File: src/rtl/tx_resp_sched_pkg.sv
// Shared types and constants for the UART response scheduler.
package tx_resp_sched_pkg;

  localparam int BYTE_W = 8;
  localparam int ALU_W  = 16;

  typedef enum logic [1:0] {IDLE, ISSUE, WAIT_ACK, WAIT_DONE} state_t;
  typedef enum logic {SRC_RD, SRC_ALU} src_t;

  // Byte 0 is the LSB half of an ALU result, byte 1 the MSB half.
  function automatic logic [BYTE_W-1:0] alu_byte(input logic [ALU_W-1:0] data,
                                                 input logic idx);
    return idx ? data[ALU_W-1:BYTE_W] : data[BYTE_W-1:0];
  endfunction

endpackage

File: src/rtl/tx_resp_slot.sv
// Single-entry holding slot: captures a result, flags it pending, and reports
// a lost result with a one-cycle drop pulse.
module tx_resp_slot #(
  parameter int W = 8
) (
  input  logic         clk,
  input  logic         rst_n,
  input  logic         vld,
  input  logic [W-1:0] data,
  input  logic         free,
  output logic         pend,
  output logic [W-1:0] q,
  output logic         drop
);

  logic         pend_reg;
  logic [W-1:0] data_reg;
  logic         drop_reg;

  always_ff @(posedge clk or negedge rst_n) begin
    if (!rst_n) begin
      pend_reg <= 1'b0;
      data_reg <= '0;
      drop_reg <= 1'b0;
    end else begin
      // A slot being freed this cycle can accept a new result without loss.
      drop_reg <= vld && pend_reg && !free;
      if (vld && (!pend_reg || free)) begin
        data_reg <= data;
        pend_reg <= 1'b1;
      end else if (free) begin
        pend_reg <= 1'b0;
      end
    end
  end

  assign pend = pend_reg;
  assign q    = data_reg;
  assign drop = drop_reg;

endmodule

File: src/rtl/tx_resp_sched.sv
// Response scheduler: arbitrates RegFile/ALU results and paces bytes to the UART
// on the synchronised BUSY flag. Define TX_RESP_SCHED_RR_EN for round-robin.
module tx_resp_sched
  import tx_resp_sched_pkg::*;
#(
  parameter int ACK_TIMEOUT = 1023,
  parameter int TO_W        = 10
) (
  input  logic              CLK,
  input  logic              RST,
  input  logic              RD_VLD,
  input  logic [BYTE_W-1:0] RD_DATA,
  input  logic              ALU_VLD,
  input  logic [ALU_W-1:0]  ALU_DATA,
  input  logic              BUSY,
  output logic [BYTE_W-1:0] TX_P_DATA,
  output logic              TX_D_VALID,
  output logic              RD_PEND,
  output logic              ALU_PEND,
  output logic              DROP,
  output logic              TO_ERR
);

  localparam logic [TO_W-1:0] TO_LIMIT = TO_W'(ACK_TIMEOUT);

  state_t            state_reg, state_next;
  src_t              src_reg;
  logic              byte_idx_reg;
  logic [BYTE_W-1:0] tx_data_reg;
  logic [TO_W-1:0]   to_cnt_reg;

  logic [BYTE_W-1:0] rd_q;
  logic [ALU_W-1:0]  alu_q;
  logic              rd_drop, alu_drop;
  logic              any_pend, pick_rd;
  logic              timeout_hit, more_bytes, byte_done, free_any;

  tx_resp_slot #(.W(BYTE_W)) u_rd_slot (
    .clk   (CLK),
    .rst_n (RST),
    .vld   (RD_VLD),
    .data  (RD_DATA),
    .free  (free_any && (src_reg == SRC_RD)),
    .pend  (RD_PEND),
    .q     (rd_q),
    .drop  (rd_drop)
  );

  tx_resp_slot #(.W(ALU_W)) u_alu_slot (
    .clk   (CLK),
    .rst_n (RST),
    .vld   (ALU_VLD),
    .data  (ALU_DATA),
    .free  (free_any && (src_reg == SRC_ALU)),
    .pend  (ALU_PEND),
    .q     (alu_q),
    .drop  (alu_drop)
  );

  assign any_pend    = RD_PEND || ALU_PEND;
  assign timeout_hit = (state_reg == WAIT_ACK) && (to_cnt_reg == TO_LIMIT);
  assign more_bytes  = (src_reg == SRC_ALU) && !byte_idx_reg;
  assign byte_done   = (state_reg == WAIT_DONE) && !BUSY;
  // A timeout abandons whatever bytes of the response are still outstanding.
  assign free_any    = timeout_hit || (byte_done && !more_bytes);

`ifdef TX_RESP_SCHED_RR_EN
  src_t last_src_reg;

  assign pick_rd = RD_PEND && (!ALU_PEND || (last_src_reg == SRC_ALU));

  always_ff @(posedge CLK or negedge RST) begin
    if (!RST) begin
      last_src_reg <= SRC_ALU;
    end else if ((state_reg == IDLE) && any_pend) begin
      last_src_reg <= pick_rd ? SRC_RD : SRC_ALU;
    end
  end
`else
  assign pick_rd = RD_PEND;
`endif

  always_ff @(posedge CLK or negedge RST) begin
    if (!RST) begin
      state_reg <= IDLE;
    end else begin
      state_reg <= state_next;
    end
  end

  always_comb begin
    state_next = state_reg;
    case (state_reg)
      IDLE:      if (any_pend) state_next = ISSUE;
      ISSUE:     state_next = WAIT_ACK;
      WAIT_ACK: begin
        if (timeout_hit)  state_next = IDLE;
        else if (BUSY)    state_next = WAIT_DONE;
      end
      WAIT_DONE: if (!BUSY) state_next = more_bytes ? ISSUE : IDLE;
      default:   state_next = IDLE;
    endcase
  end

  always_comb begin
    TX_D_VALID = 1'b0;
    TO_ERR     = 1'b0;
    case (state_reg)
      ISSUE:    TX_D_VALID = 1'b1;
      WAIT_ACK: begin
        TX_D_VALID = !timeout_hit;
        TO_ERR     = timeout_hit;
      end
      default: ;
    endcase
  end

  // Byte register only reloads in IDLE or after BUSY has fallen, so it is
  // stable for the whole time the transmitter is working on it.
  always_ff @(posedge CLK or negedge RST) begin
    if (!RST) begin
      src_reg      <= SRC_ALU;
      byte_idx_reg <= 1'b0;
      tx_data_reg  <= '0;
      to_cnt_reg   <= '0;
    end else begin
      case (state_reg)
        IDLE: if (any_pend) begin
          src_reg      <= pick_rd ? SRC_RD : SRC_ALU;
          byte_idx_reg <= 1'b0;
          tx_data_reg  <= pick_rd ? rd_q : alu_byte(alu_q, 1'b0);
        end
        ISSUE:    to_cnt_reg <= '0;
        WAIT_ACK: to_cnt_reg <= to_cnt_reg + TO_W'(1);
        WAIT_DONE: if (!BUSY && more_bytes) begin
          byte_idx_reg <= 1'b1;
          tx_data_reg  <= alu_byte(alu_q, 1'b1);
        end
        default: ;
      endcase
    end
  end

  assign TX_P_DATA = tx_data_reg;
  assign DROP      = rd_drop || alu_drop;

endmodule

File: config.mk
export PLATFORM = sky130hd
export DESIGN_NAME = tx_resp_sched
export DESIGN_NICKNAME = d
export VERILOG_FILES = /design/src/rtl/tx_resp_sched_pkg.sv /design/src/rtl/tx_resp_slot.sv /design/src/rtl/tx_resp_sched.sv
export SDC_FILE = /design/constraint.sdc
export NUM_CORES = 1
export LEC_CHECK = 0
export CAP_MARGIN = 20
export CORE_UTILIZATION = 56
export DETAILED_ROUTE_END_ITERATION = 12
export PLACE_DENSITY = 0.95
export SLEW_MARGIN = 10
export SYNTH_ARGS = -nofsm -noshare
export SYNTH_HDL_FRONTEND = slang
export SYNTH_SLANG_ARGS = --single-unit
File: constraint.sdc
create_clock -name CLK -period 3.5 [get_ports CLK]
set_input_delay 0.35 -clock CLK [delete_from_list [all_inputs] [get_ports CLK]]
set_output_delay 0.35 -clock CLK [all_outputs]
set_load 0.01 [all_outputs]
=== Yosys cells after proc, flatten, opt, wreduce, memory -nomap -nowiden ===
Index checks and enable logic that the tools add are counted.

* Output and inout port bits: 13
* Input bits: 29
* Word-level logic and storage cells: 76
* Bits in registers: 50

* Reductions and logical operators: 34
* $add $sub $neg: 1
* Equality and inequality tests: 8
* Bitwise gates (word level): 1
* Mux-type cells: 21

{| class="wikitable"
|+ Operator list
! cell !! number
|-
| 2-to-1 mux 8 bit || 3
|-
| case mux 10 bit (2 select lines) || 1
|-
| case mux 8 bit (2 select lines) || 1
|-
| logical AND 1 bit || 13
|-
| adder 10 x 1 -> 10 bit (second input constant) || 1
|-
| equality test 10 bit (second input constant) || 1
|-
| 2-to-1 mux 1 bit || 9
|-
| logical NOT 1 bit || 8
|-
| 2-to-1 mux 2 bit || 4
|-
| case mux 2 bit (4 select lines) || 1
|-
| nonzero test 2 bit || 4
|-
| AND reduction 3 bit || 2
|-
| logical OR 1 bit || 5
|-
| equality test 2 bit (second input constant) || 2
|-
| != test 2 bit (second input constant) || 2
|-
| case mux 1 bit (2 select lines) || 2
|-
| != test 3 bit (second input constant) || 1
|-
| equality test 2 x 1 -> 1 bit (second input constant) || 1
|-
| logical NOT 2 bit || 1
|-
| != test 2 x 1 -> 1 bit (second input constant) || 1
|-
| AND reduction 2 bit || 1
|-
| inverter 1 bit || 1
|}

=== Depth between registers and ports, before layout ===
* Depth after elaboration: 9
* Depth in mapped cells: 8
* Mapped depth without buffers: 6

=== Hierarchy ===
Synthesis repeated with hierarchy kept, for this count alone.

* Cells, all modules: 206
* Area, all modules: 2439.8 um^2

{| class="wikitable"
|+ Modules (own cells, without submodules)
! module !! cells each !! seq. area each (um^2) !! instances !! area an instance (um^2)
|-
| tx_resp_sched || 143 || 551.8 || 1 || 1308.8
|-
| tx_resp_slot (u_alu_slot) || 40 || 450.4 || 1 || 724.4
|-
| tx_resp_slot (u_rd_slot) || 23 || 250.2 || 1 || 406.6
|}

=== Least setup slack after synthesis ===
Ideal clock, no wire load.

* Kind: flip-flop to flip-flop
* Start point: register state_reg[0]
* End point: register u_alu_slot.data_reg[10] (netlist: u_alu_slot.q[10])
* Data required time: 3.375 ns
* Cell stages (with the launch flop): 9
* Library setup time: 0.125 ns
* Arrival: 1.917 ns
* Path slack: 1.458 ns
* Path buffers: 2
* Period minus slack after synthesis: 2.042 ns
* Cells stage by stage: dfrtp_1 inv_1 ha_1 buf_2 inv_1 nor4_4 o211ai_4 buf_6 mux2_4

* Word-level cells in the longest chain between the ends: 7
* Elaborated cells between the ends (all ways): 9

{| class="wikitable"
|+ Ends and longest elaborated chain
! what !! RTL line !! source
|-
| start, declared || tx_resp_sched.sv:26 || <nowiki>state_t state_reg, state_next;</nowiki>
|-
| start signal, assigned || tx_resp_sched.sv:87 || <nowiki>state_reg <= state_next;</nowiki>
|-
| equality test 2 bit || tx_resp_sched.sv:63 || <nowiki>assign byte_done = (state_reg == WAIT_DONE) && !BUSY;</nowiki>
|-
| logical AND 1 bit || tx_resp_sched.sv:63 ||
|-
| logical AND 1 bit || tx_resp_sched.sv:65 || <nowiki>assign free_any = timeout_hit || (byte_done && !more_bytes);</nowiki>
|-
| logical OR 1 bit (*) || tx_resp_sched.sv:65 ||
|-
| logical AND 1 bit (*) || tx_resp_sched.sv:54 || <nowiki>.free (free_any && (src_reg == SRC_ALU)),</nowiki>
|-
| logical OR 1 bit (*) || tx_resp_slot.sv:28 || <nowiki>if (vld && (!pend_reg || free)) begin</nowiki>
|-
| logical AND 1 bit (*) || tx_resp_slot.sv:28 ||
|-
| end signal, assigned || tx_resp_slot.sv:29 || <nowiki>data_reg <= data;</nowiki>
|-
| end, declared || tx_resp_slot.sv:17 || <nowiki>logic [W-1:0] data_reg;</nowiki>
|}

Mark *: on every way between the ends. The rest lies on a longest branch, timed or not.
A chain may end at the register's enable or synchronous reset.

=== Worst setup path in the final report ===
* Start point: register state_reg[0]
* End point: output TO_ERR

* Word-level cells in the longest chain between the ends: 3

{| class="wikitable"
|+ Ends and longest elaborated chain
! what !! RTL line !! source
|-
| equality test 2 bit (*) || tx_resp_sched.sv:61, tx_resp_sched.sv:108 ||
|-
| logical AND 1 bit || tx_resp_sched.sv:61 || <nowiki>assign timeout_hit = (state_reg == WAIT_ACK) && (to_cnt_reg == TO_LIMIT);</nowiki>
|-
| 2-to-1 mux 1 bit (*) || tx_resp_sched.sv:108 || <nowiki>case (state_reg)</nowiki>
|-
| end, declared || tx_resp_sched.sv:21 || <nowiki>output logic TO_ERR</nowiki>
|}

Marks and branches as above.

==> results.ini <==
[power]
peakVddDrop_v=0.000406
leakage_uw=0.00140
power.density_mw_per_mm2=704

[yosys]
async_reset_ff_share_pct=100
synth.distinct_cells=37
yosysTopAreaCell=dfrtp_1
syn_avg_cell_area_sq_um=11.4
synthCells=211
yosysSeqAreaShare_pct=52.0
syn-cell-area_sq_mm=0.00241
yosysMostFrequentCell=dfrtp_1
syn_nets=246
synth.top_cells.by_area=dfrtp_1 51%, mux2_2 6.5%, mux2_4 6.2%, mux2i_1 4.2%, o21ai_0 3.7%
netlist.area_leader.share_pct=50.9
synth_commonest_cells=49 x dfrtp_1, 18 x o21ai_0, 16 x nand2_1, 16 x nor2_1
ys_seq_elements=50
yosys_warnings=0
synth_edf_count=0
ys.flop_type=dfrtp_1

[route]
vias=1702
wl_microns=4810
via_per_inst=5.60
drc=0
first_iter_violations=93
drt_pass1_iterations=4
post_drt_wl_per_cell_microns=15.8
antenna_left=0

[sta]
holdWs_ps=466
finalClockSkew_ps=11.9
period_share_pct=77.7
final-max-slew-violation-count=0
tns_ps=0
max_slew_margin_pct=51.8
hold_viol_final=0
fmax_mhz=368
rsz0062_at_grt=false
period_needed_ps=2720
tightestPinTransition_ps=720
setup_viol=0

[layout]
drive_above_1_share_pct=16.5
num_antenna_cells=0
final_cell_area_sq_mm=0.00298
nets=289
area_growth_pct=23.6
largest_reg_flops=16
fin_cells=304

[floorplanning]
die_x_microns=67.6
io-pin-count=42
die_area_sq_mm=0.00457
start_util_pct=59.4
rows=23
coreArea_sq_mm=0.00406
die_y_microns=67.6

[global_route]
first_global_vias=1624
grt_pass1_wl_microns=7710
antenna_found_initial=0
grt.overflow.total=0
grt_usage_pct=23.5
grt_start_max_net_pins=51

[critical_path]
critPathLaunchType=register
end_kind=output pin
worstSetupPathType=register to output pin
rr_worst_depth=5
crit_required_ps=3150
critPathMaxFanout=10
crit_arrival_ps=2370

[clock_network]
cts_tree=yes
clkSinkCount=50
root_buffer=clkbuf_8
cts_inserted_buffers=5
clk_pin_slew_ps=90
cts_buffer_depth=2
clk_latency_ps=310
post_cts_buffers=0
htreeDepth=2

[placed_design]
place.gp.congestion=0.822
hpwl_microns=3440
dpl_cell_area_sq_mm=0.00284
dp_cells=295
io_buffers=41

[run]
drv_cap=0

[hold_path]
hold_path.class=input pin to async pin

[status]
status=finished clean

==> path summary, 6_finish.rpt <==
path                                          start  slack, ps                           to
hold reg to reg            TX_P_DATA[4]$_DFFE_PN0P_        480     TX_P_DATA[4]$_DFFE_PN0P_
max in group asynchronous                       RST       2530  u_alu_slot.q[7]$_DFFE_PN0P_
hold / removal                                  RST        470     byte_idx_reg$_DFFE_PN0P_
setup reg to reg           state_reg[1]$_DFFE_PN0P_       1050  u_alu_slot.q[7]$_DFFE_PN0P_
setup / recovery           state_reg[0]$_DFFE_PN0P_        780                       TO_ERR
min in group CLK           TX_P_DATA[4]$_DFFE_PN0P_        480     TX_P_DATA[4]$_DFFE_PN0P_
==> per-layer routing <==
layer / routed length [microns] / vias up / part of all wire [%] / GRT usage (%)
met1: 2230 / 827 / 46 / 33.0
met5: 0 / - / 0 / 0
met3: 200 / 7 / 4.2 / 5.91
met4: 60 / 0 / 1.2 / 8.78
met2: 2320 / 43 / 48 / 34.9
li1: - / 825 / - / -
==> critical path: stages (launching register included) <==
cell and delay, ps:
dfrtp_1 420, inv_1 150, ha_1 390, inv_1 180, nor4_1 340, clkdlybuf4s50_1 590
==> kinds of logic after synthesis <==
| family | Yosys count | share of synthesized area (%) |
|---|---|---|
| AOI/OAI and AO/OA | 45 | 11.7 |
| xor gates and xnor gates | 2 | 0.727 |
| adders and majority gates | 6 | 3.12 |
| buffers and inverters | 18 | 3.22 |
| DFF | 50 | 52.0 |
| muxes | 34 | 16.9 |
| and+or+nand+nor | 56 | 12.3 |
==> cell type report <==
type                            instances  area (sq um)
Fill cell                             278          1080
Clock inverter                          2          38.8
Timing Repair Buffer                   43           435
Tap cell                               50          62.6
Clock buffer                            5          68.8
Multi-Input combinational cell        143          1080
Inverter                               11          41.3
Sequential cell                        50          1250
==> repair_timing <==
action	4_1_cts	5_1_grt
hold buffers	0	1
resized for setup	0	0
hold endpoints to repair	0	13
==> per-stage QoR <==
| stage | util [%] | power [uW] | setup WS, ps |
|---|---|---|---|
| after global routing | 73.4 | 2240 | 604 |
| after floorplan | - | 1410 | 1460 |
| after CTS | 72.6 | 2100 | 751 |
| final | 73.4 | 2100 | 779 |
| after global placement | 70.0 | 1640 | 1190 |
| after detailed placement | 70.0 | 1700 | 1080 |
==> placed cells by master, fill, tap and decap left out, types with 2 or more instances in the layout <==
cell type,netlist,final
clkdlybuf4s50_1,0,40
a21o_1,2,2
mux2_2,14,14
nand3_1,4,4
nand4_1,2,2
and2_1,2,2
clkbuf_8,0,5
nand2_1,16,16
o2bb2ai_1,3,3
nor2_1,16,16
inv_1,11,11
or3_1,2,2
mux2_4,10,10
nor4_1,2,2
ha_1,6,6
mux2i_1,10,10
a31oi_1,2,2
nor3_1,3,3
xnor2_1,2,2
o21ai_0,18,18
dfrtp_1,49,49
a21oi_1,14,14
or2_2,3,3
==> where the power goes <==
part / internal, uW / switching, uW
clock: 210 / 185
sequential: 770 / 127
combinational: 390 / 415
(Power assumes the default switching activity.)
